## config.mk

```make
export PLATFORM = sky130hd
export DESIGN_NAME = uart_bus_port
export DESIGN_NICKNAME = d
export VERILOG_FILES = /design/src/rtl/uart_bus_port.sv
export SDC_FILE = /design/constraint.sdc
export NUM_CORES = 1
export LEC_CHECK = 0
export CAP_MARGIN = 15
export CORE_MARGIN = 2
export CORE_UTILIZATION = 52
export DETAILED_ROUTE_END_ITERATION = 6
export DONT_BUFFER_PORTS = 1
export PLACE_DENSITY = 0.67
export SLEW_MARGIN = 20
export SYNTH_ARGS = -nofsm -noshare
export SYNTH_HDL_FRONTEND = slang
export SYNTH_SLANG_ARGS = --single-unit
```

## constraint.sdc

```tcl
create_clock -name clk_i -period 5.7 [get_ports clk_i]
set_input_delay 1.14 -clock clk_i [delete_from_list [all_inputs] [get_ports clk_i]]
set_output_delay 1.14 -clock clk_i [all_outputs]
set_load 0.05 [all_outputs]
```

## src/rtl/uart_bus_port.sv

```systemverilog
// Bus responder giving the LSU access to the UART through TX/RX byte FIFOs and DATA/STATUS/CTRL registers.
// Optional macro UART_BUS_PORT_IRQ_EN adds irq_o and makes the CTRL irq-enable bits writable.
module uart_bus_port #(
    parameter int TX_DEPTH = 8,
    parameter int RX_DEPTH = 8
) (
    input  logic        clk_i,
    input  logic        rst_i,
    input  logic        ce_i,
    input  logic        req_i,
    input  logic        we_i,
    input  logic [31:0] addr_i,
    input  logic [31:0] wdata_i,
    input  logic [1:0]  hb_i,
    output logic [31:0] rdata_o,
    output logic        gnt_o,
    output logic        tx_valid_o,
    output logic [7:0]  tx_data_o,
    input  logic        tx_ready_i,
    input  logic        rx_valid_i,
    input  logic [7:0]  rx_data_i
`ifdef UART_BUS_PORT_IRQ_EN
    ,
    output logic        irq_o
`endif
);
    localparam int TXA = $clog2(TX_DEPTH);
    localparam int RXA = $clog2(RX_DEPTH);
    localparam logic [TXA:0] TX_ONE = {{TXA{1'b0}}, 1'b1};
    localparam logic [RXA:0] RX_ONE = {{RXA{1'b0}}, 1'b1};

    typedef enum logic [1:0] {IDLE, ACK, RELEASE} state_t;

    state_t        state_q, state_d;
    logic          gnt_q, gnt_d;
    logic [31:0]   rdata_q, rdata_d;
    logic [TXA:0]  tx_wr_q, tx_wr_d, tx_rd_q, tx_rd_d;
    logic [RXA:0]  rx_wr_q, rx_wr_d, rx_rd_q, rx_rd_d;
    logic          overrun_q, overrun_d;
    logic [7:0]    tx_mem_q [TX_DEPTH];
    logic [7:0]    rx_mem_q [RX_DEPTH];
    logic [1:0]    ctrl_rd;

    logic        tx_empty, tx_full, rx_empty, rx_full;
    logic [1:0]  sel;
    logic        is_data, ready, accept;
    logic        tx_push, tx_pop, rx_push, rx_pop, ovr_set, ovr_clr, ctrl_wr;
    logic [7:0]  rx_head;
    logic [31:0] status, rd_mux;

    logic unused_ok;
    assign unused_ok = ^{hb_i, wdata_i[31:8], wdata_i[7:5], addr_i[31:4], addr_i[1:0]};

    assign tx_empty = (tx_wr_q == tx_rd_q);
    assign tx_full  = (tx_wr_q[TXA] != tx_rd_q[TXA]) && (tx_wr_q[TXA-1:0] == tx_rd_q[TXA-1:0]);
    assign rx_empty = (rx_wr_q == rx_rd_q);
    assign rx_full  = (rx_wr_q[RXA] != rx_rd_q[RXA]) && (rx_wr_q[RXA-1:0] == rx_rd_q[RXA-1:0]);

    assign tx_valid_o = ~tx_empty;
    assign tx_data_o  = tx_mem_q[tx_rd_q[TXA-1:0]];
    assign rx_head    = rx_mem_q[rx_rd_q[RXA-1:0]];
    assign gnt_o      = gnt_q;
    assign rdata_o    = rdata_q;

    assign sel     = addr_i[3:2];
    assign is_data = (sel == 2'd0);
    assign tx_pop  = tx_valid_o & tx_ready_i;
    // A full TX FIFO still accepts a bus write when the UART drains a byte the same edge.
    assign ready   = ~(is_data & we_i & tx_full & ~tx_pop) & ~(is_data & ~we_i & rx_empty);
    assign accept  = ce_i & req_i & (state_q == IDLE) & ready;
    assign tx_push = accept & is_data & we_i;
    assign rx_pop  = accept & is_data & ~we_i;
    assign rx_push = rx_valid_i & (~rx_full | rx_pop);
    assign ovr_set = rx_valid_i & rx_full & ~rx_pop;
    assign ctrl_wr = accept & we_i & (sel == 2'd2);
    assign ovr_clr = ctrl_wr & wdata_i[4];

    assign status = {27'b0, overrun_q, tx_full, tx_empty, rx_full, rx_empty};

    always_comb begin
        rd_mux = '0;
        case (sel)
            2'd0:    rd_mux = {24'b0, rx_head};
            2'd1:    rd_mux = status;
            2'd2:    rd_mux = {30'b0, ctrl_rd};
            default: rd_mux = '0;
        endcase
    end

    always_comb begin
        state_d   = state_q;
        gnt_d     = 1'b0;
        rdata_d   = rdata_q;
        tx_wr_d   = tx_wr_q;
        tx_rd_d   = tx_rd_q;
        rx_wr_d   = rx_wr_q;
        rx_rd_d   = rx_rd_q;
        overrun_d = overrun_q;
        case (state_q)
            IDLE: if (accept) begin
                state_d = ACK;
                gnt_d   = 1'b1;
                if (!we_i) rdata_d = rd_mux;
            end
            ACK:     state_d = RELEASE;
            // Hold off until the initiator lets go so a held request is not serviced twice.
            RELEASE: if (!req_i || !ce_i) state_d = IDLE;
            default: state_d = IDLE;
        endcase
        if (tx_push) tx_wr_d = tx_wr_q + TX_ONE;
        if (tx_pop)  tx_rd_d = tx_rd_q + TX_ONE;
        if (rx_push) rx_wr_d = rx_wr_q + RX_ONE;
        if (rx_pop)  rx_rd_d = rx_rd_q + RX_ONE;
        if (ovr_set)      overrun_d = 1'b1;
        else if (ovr_clr) overrun_d = 1'b0;
    end

`ifdef UART_BUS_PORT_IRQ_EN
    logic [1:0] ctrl_q, ctrl_d;
    logic       irq_q, irq_d;
    assign ctrl_rd = ctrl_q;
    assign irq_o   = irq_q;
    always_comb begin
        ctrl_d = ctrl_q;
        if (ctrl_wr) ctrl_d = wdata_i[1:0];
        irq_d = (ctrl_q[0] & ~rx_empty) | (ctrl_q[1] & tx_empty) | overrun_q;
    end
`else
    assign ctrl_rd = 2'b00;
`endif

    always_ff @(posedge clk_i or posedge rst_i) begin
        if (rst_i) begin
            state_q   <= IDLE;
            gnt_q     <= 1'b0;
            rdata_q   <= '0;
            tx_wr_q   <= '0;
            tx_rd_q   <= '0;
            rx_wr_q   <= '0;
            rx_rd_q   <= '0;
            overrun_q <= 1'b0;
`ifdef UART_BUS_PORT_IRQ_EN
            ctrl_q    <= '0;
            irq_q     <= 1'b0;
`endif
        end else begin
            state_q   <= state_d;
            gnt_q     <= gnt_d;
            rdata_q   <= rdata_d;
            tx_wr_q   <= tx_wr_d;
            tx_rd_q   <= tx_rd_d;
            rx_wr_q   <= rx_wr_d;
            rx_rd_q   <= rx_rd_d;
            overrun_q <= overrun_d;
`ifdef UART_BUS_PORT_IRQ_EN
            ctrl_q    <= ctrl_d;
            irq_q     <= irq_d;
`endif
        end
    end

    // Storage needs no reset; the pointers define what is valid.
    always_ff @(posedge clk_i) begin
        if (tx_push) tx_mem_q[tx_wr_q[TXA-1:0]] <= wdata_i[7:0];
        if (rx_push) rx_mem_q[rx_wr_q[RXA-1:0]] <= rx_data_i;
    end
endmodule

```

---- After elaboration in Yosys (flattened, before gate mapping) ----
Memories as Yosys holds them, arrays and structs flattened.
Cells that the tools add are included.
cells by class
  $add $sub $neg .......................... 4
  equal/unequal tests ..................... 12
  mux-type cells .......................... 12
  bitwise logic cells ..................... 27
  reductions and logical operators ........ 10
operators with widths
  cell                                                                   number
  1-bit bitwise AND                                                      19
  4-bit by 1-bit adder with 4-bit output, second input constant          4
  8-bit one-hot mux with 2 select lines                                  1
  4-bit equality test                                                    2
  1-bit two-way mux                                                      8
  1-bit inverter                                                         7
  3-bit equality test                                                    2
  2-bit one-hot mux with 3 select lines                                  1
  2-bit by 1-bit equality test with 1-bit output, second input constant  2
  2-bit equality test, second input constant                             2
  2-bit zero test                                                        2
  2-bit two-way mux                                                      2
  2-bit inequality test, second input constant                           2
  3-bit AND reduction                                                    1
  1-bit logical AND                                                      2
  1-bit zero test                                                        2
  1-bit inequality test                                                  2
  2-bit AND reduction                                                    1
  2-bit nonzero test                                                     1
  1-bit logical OR                                                       1
  1-bit bitwise OR                                                       1
storage, ports and cells
  register bits ........................... 52
  memory bits (writable) .................. 128
  bits of input ports ..................... 81
  output and inout port bits .............. 42
  memories ................................ 2
memory list
  name      depth  width  read ports  clocked after memory_dff  write ports  line  RTL
  rx_mem_q  8      8      1           0                         1            41    logic [7:0] rx_mem_q [RX_DEPTH];
  tx_mem_q  8      8      1           0                         1            40    logic [7:0] tx_mem_q [TX_DEPTH];

---- Longest topological paths before layout ----
  word-level depth ........................ 14
  depth in mapped cells ................... 6

---- Worst setup path before layout ----
OpenSTA, ideal clock, no wires.
  path kind ............................... input -> register
  from .................................... input addr_i[2]
  to ...................................... memory rx_mem_q[2][0] (enable)
  arrival time ............................ 2.877 ns
  required time ........................... 5.305 ns
  slack ................................... 2.428 ns
  stages .................................. 6
  path buffers ............................ 2
  path through ............................ buf_6 -> or2_1 -> buf_6 -> nor3_4 -> nor2_2 -> nor4_1
on the way
  word-level cells in the longest chain between the ends .. 13
  elaborated cells on any way between the ends .. 16
  classes of those cells .................. mux: 2; bitwise: 13; reduce/logical: 1
RTL lines
  what                                         line  RTL
  start, declared                              12    input logic [31:0] addr_i,
  2-bit zero test (*)                          66    assign is_data = (sel == 2'd0);
  1-bit bitwise AND (3 in series)              69    assign ready = ~(is_data & we_i & tx_full & ~tx_pop) & ~(is_data & ~we_i & rx_empty);
  1-bit inverter                               69
  1-bit bitwise AND                            69
  1-bit bitwise AND                            70    assign accept = ce_i & req_i & (state_q == IDLE) & ready;
  1-bit bitwise AND (*) (2 in series)          72    assign rx_pop = accept & is_data & ~we_i;
  1-bit bitwise OR (*)                         73    assign rx_push = rx_valid_i & (~rx_full | rx_pop);
  1-bit bitwise AND (*)                        73
  1-bit two-way mux (*)                        165   if (rx_push) rx_mem_q[rx_wr_q[RXA-1:0]] <= rx_data_i;
  1-bit two-way mux (implied by the code) (*)  165
  end, declared                                41
Every way passes the cells marked *; elsewhere a longest branch is shown, timed or not.

---- Worst setup path in the final report ----
  from .................................... register tx_rd_q[0]
  to ...................................... output tx_data_o[2]
on the way
  word-level cells in the longest chain between the ends .. 1
RTL lines
  what                    line  RTL
  start, declared         37    logic [TXA:0] tx_wr_q, tx_wr_d, tx_rd_q, tx_rd_d;
  start signal, assigned  151   tx_rd_q <= tx_rd_d;
  memory read 8 x 8 bit   n/a
  end, declared           18    output logic [7:0] tx_data_o,
Every way passes these cells.

==> results_dict.tcl <==
set metrics [dict create \
    postLayoutSetupSlackWorst_ns 1.94 \
    overflow 0 \
    cp.required_ns 4.56 \
    finalPower_w 0.00365 \
    synthCells 366 \
    dp.cells 526 \
    antenna_found_initial 0 \
    final_cell_count_no_fill 558 \
    yosys_warnings 0 \
    drt_iter0_markers 232 \
    async_reset_ff_share_pct 17.9 \
    layout_commonest_cell "edfxtp_1" \
    synth_edf_count 128 \
    core_area_um2 12500 \
    io_pins 123 \
    nets 458 \
    grt_pass1_vias 3306 \
    final_hold_viol_count 0 \
    wl_per_cell_um 20.9 \
    synth-simple-area-share_pct 5.06 \
    drv_slew 0 \
    combPwrFrac_pct 25.5 \
    period_share_pct 65.9 \
    postCtsSetupBuffers 0 \
    firstDrtPassIters 4 \
    fin_skew_ns 0.0123 \
    cts.reportedPaths.clkPinSlew_ns 0.06 \
    layout_min_cycle_time_ns 3.76 \
    clock_sinks 156 \
    hold_class "reg2reg" \
    finalSetupTns_ns 0 \
    cts_tree "built" \
    synth_ff_type "edfxtp_1" \
    htree_levels 4 \
    startpoint_type "register" \
    setup_viol 0 \
    grt_start_max_net_pins 29 \
    final_cell_mix "128 x edfxtp_1, 32 x mux4_2, 28 x dfrtp_1" \
    dpl_cell_area_um2 6730 \
    leakage_nw 2.44 \
    cp_slowest_cell "dfrtp_1" \
    pre_cts_slack_ns 2.34 \
    dieArea_um2 13600 \
    crit_chain "buf_4 > mux4_2 > mux2_2" \
    clk_latency_ns 0.42 \
    synth.distinct_cells 49 \
    port_buffers 0 \
    cp_slowest_stage_delay_ns 0.97 \
    synth_xor_area_share_pct 2.65 \
    synth_area_leader_cell "edfxtp_1" \
    synth_compound_area_share_pct 3.16 \
    numCtsBuffers 17 \
    gp_congestion 0.763 \
    intPower_w 0.00240 \
    cts_max_path_buffers 2 \
    ant_nets 0 \
    rows 41 \
    synth_top_family_by_area "multiplexers" \
    vdd_drop_max_mv 0.365 \
    cts_resized 0 \
    worstPathArrival_ns 2.62 \
    initial_core_util_pct 52.8 \
    path_delay_family "flip-flops" \
    synth_top_area_share_pct 58.2 \
    drive_above_1_share_pct 28.0 \
    stdcell_area_um2 7320 \
    synth_seq_cells 156 \
    p_switching_w 0.00125 \
    synth_area_per_cell_um2 18.1 \
    synth-seq-area-share_pct 68.8 \
    viasPerCell 5.67 \
    clk_root_buffer_cell "clkbuf_16" \
    synthAdderAreaFrac_pct 0.757 \
    worst-path-buf-inv 1 \
    antennaDiodeCount 0 \
    die_w_um 117 \
    slew_headroom_pct 36.2 \
    worst_pin_slew_ns 0.957 \
    vias 3163 \
    dp_hpwl_um 7360 \
    powerDensity_nw_per_um2 499 \
    synth_mux_area_share_pct 14.4 \
    synth.area.top_cells "edfxtp_1 58%, mux4_2 11%, dfrtp_1 11%" \
    die_height_um 117 \
    cts_hold_buf 0 \
    grt_use_total_pct 18.6 \
    status "complete, no violations" \
    clkPwrFrac_pct 29.2 \
    routed_wirelength_um 11600 \
    worstPathMaxFanout 16 \
    remaining_drc_errors 0 \
    rsz0062_at_grt "false" \
    grt_pass1_wl_um 18000 \
    cap_violations 0 \
    fmax_mhz 266 \
    p_seq_share_pct 45.3 \
    syn_to_final_growth_pct 10.8 \
    crit_type "reg2out" \
    synth_area_um2 6610 \
    crit_path_end_kind "primary output" \
    p_sw_share_pct 34.4 \
]
==> worst register-to-register path: stages, from the launching register on <==
cell and delay, ns:
dfrtp_1 0.97, xnor2_1 0.24, nand4_2 0.24, o2111ai_4 0.27, nor3_1 0.62, buf_4 0.28
==> routing by layer <==
metal,track usage [%],vias to the layer above,wire length [um]
met5,0,-,0
met4,6.59,0,121
met3,7.16,12,745
met2,30.6,92,5950
met1,22.6,1655,4830
li1,-,1404,-
==> logic make-up (layout without fill, tap and decap cells) <==
| group | after synthesis | in the layout |
|---|---|---|
| fa+ha+maj | 4 | 4 |
| flops | 156 | 156 |
| xor+xnor | 20 | 20 |
| buf+inv | 51 | 48 |
| mux | 53 | 53 |
| simple gates | 55 | 55 |
| other cells | 1 | 24 |
| compound gates | 26 | 26 |
==> flip-flops by register name, summed over array words and instances, names as in the netlist <==
signal and flops:
rx_mem_q 64, overrun_q 1, rx_wr_q 4, tx_mem_q 64, rx_rd_q 4, state_q 2
tx_rd_q 4, gnt_o 1, tx_wr_q 4, rdata_o 8
==> cell type report <==
cell class,instances,area (um^2)
multi-input cells,182,1900
flip-flops and latches,156,4540
well taps,172,215
inverters,7,26.3
clock inverters,14,136
clock buffers,18,429
repair buffers,9,67.6
fillers,946,5190
==> per-stage QoR <==
| step | utilization, % | hold WS [ns] |
|---|---|---|
| 2_1_floorplan | - | 0.464 |
| 3_3_place_gp | 53.8 | 0.482 |
| 3_5_place_dp | 53.8 | 0.480 |
| 4_1_cts | 58.3 | 0.493 |
| 5_1_grt | 58.5 | 0.505 |
| 6_report | 58.5 | 0.491 |
==> synth_stat cells, types with 6 or more instances <==
master,instances
edfxtp_1,128
mux4_2,32
dfrtp_1,28
buf_4,25
xnor2_1,18
mux2_2,10
nand3_1,10
nor3_1,9
mux2i_1,8
buf_2,7
inv_1,7
nand2_1,7
clkbuf_1,6
nor4_1,6
==> path summary, 6_finish.rpt <==
path	startpoint	to	slack (ns)	cells past startpoint
min in group asynchronous	rst_i	rx_rd_q[3]	0.68	1
worst min-delay path	rx_rd_q[3]	rx_rd_q[3]	0.49	1
worst max register to register	tx_rd_q[0]	tx_mem_q[3][0]	2.79	5
worst max-delay path	tx_rd_q[0]	tx_data_o[2]	1.94	3
worst min register to register	rx_rd_q[3]	rx_rd_q[3]	0.49	1
max in group asynchronous	rst_i	tx_rd_q[1]	4.61	1
==> power by group through the flow <==
stage | clock network, W | logic, W | registers (W)
4_1_cts | 0.00109 | 0.000942 | 0.00165
3_5_place_dp | 0 | 0.000940 | 0.00167
6_report | 0.00107 | 0.000930 | 0.00165
5_1_grt | 0.00113 | 0.000998 | 0.00168
2_1_floorplan | 0 | 0.000929 | 0.00152
3_3_place_gp | 0 | 0.000928 | 0.00167
Power figures use the tool's default switching activity.
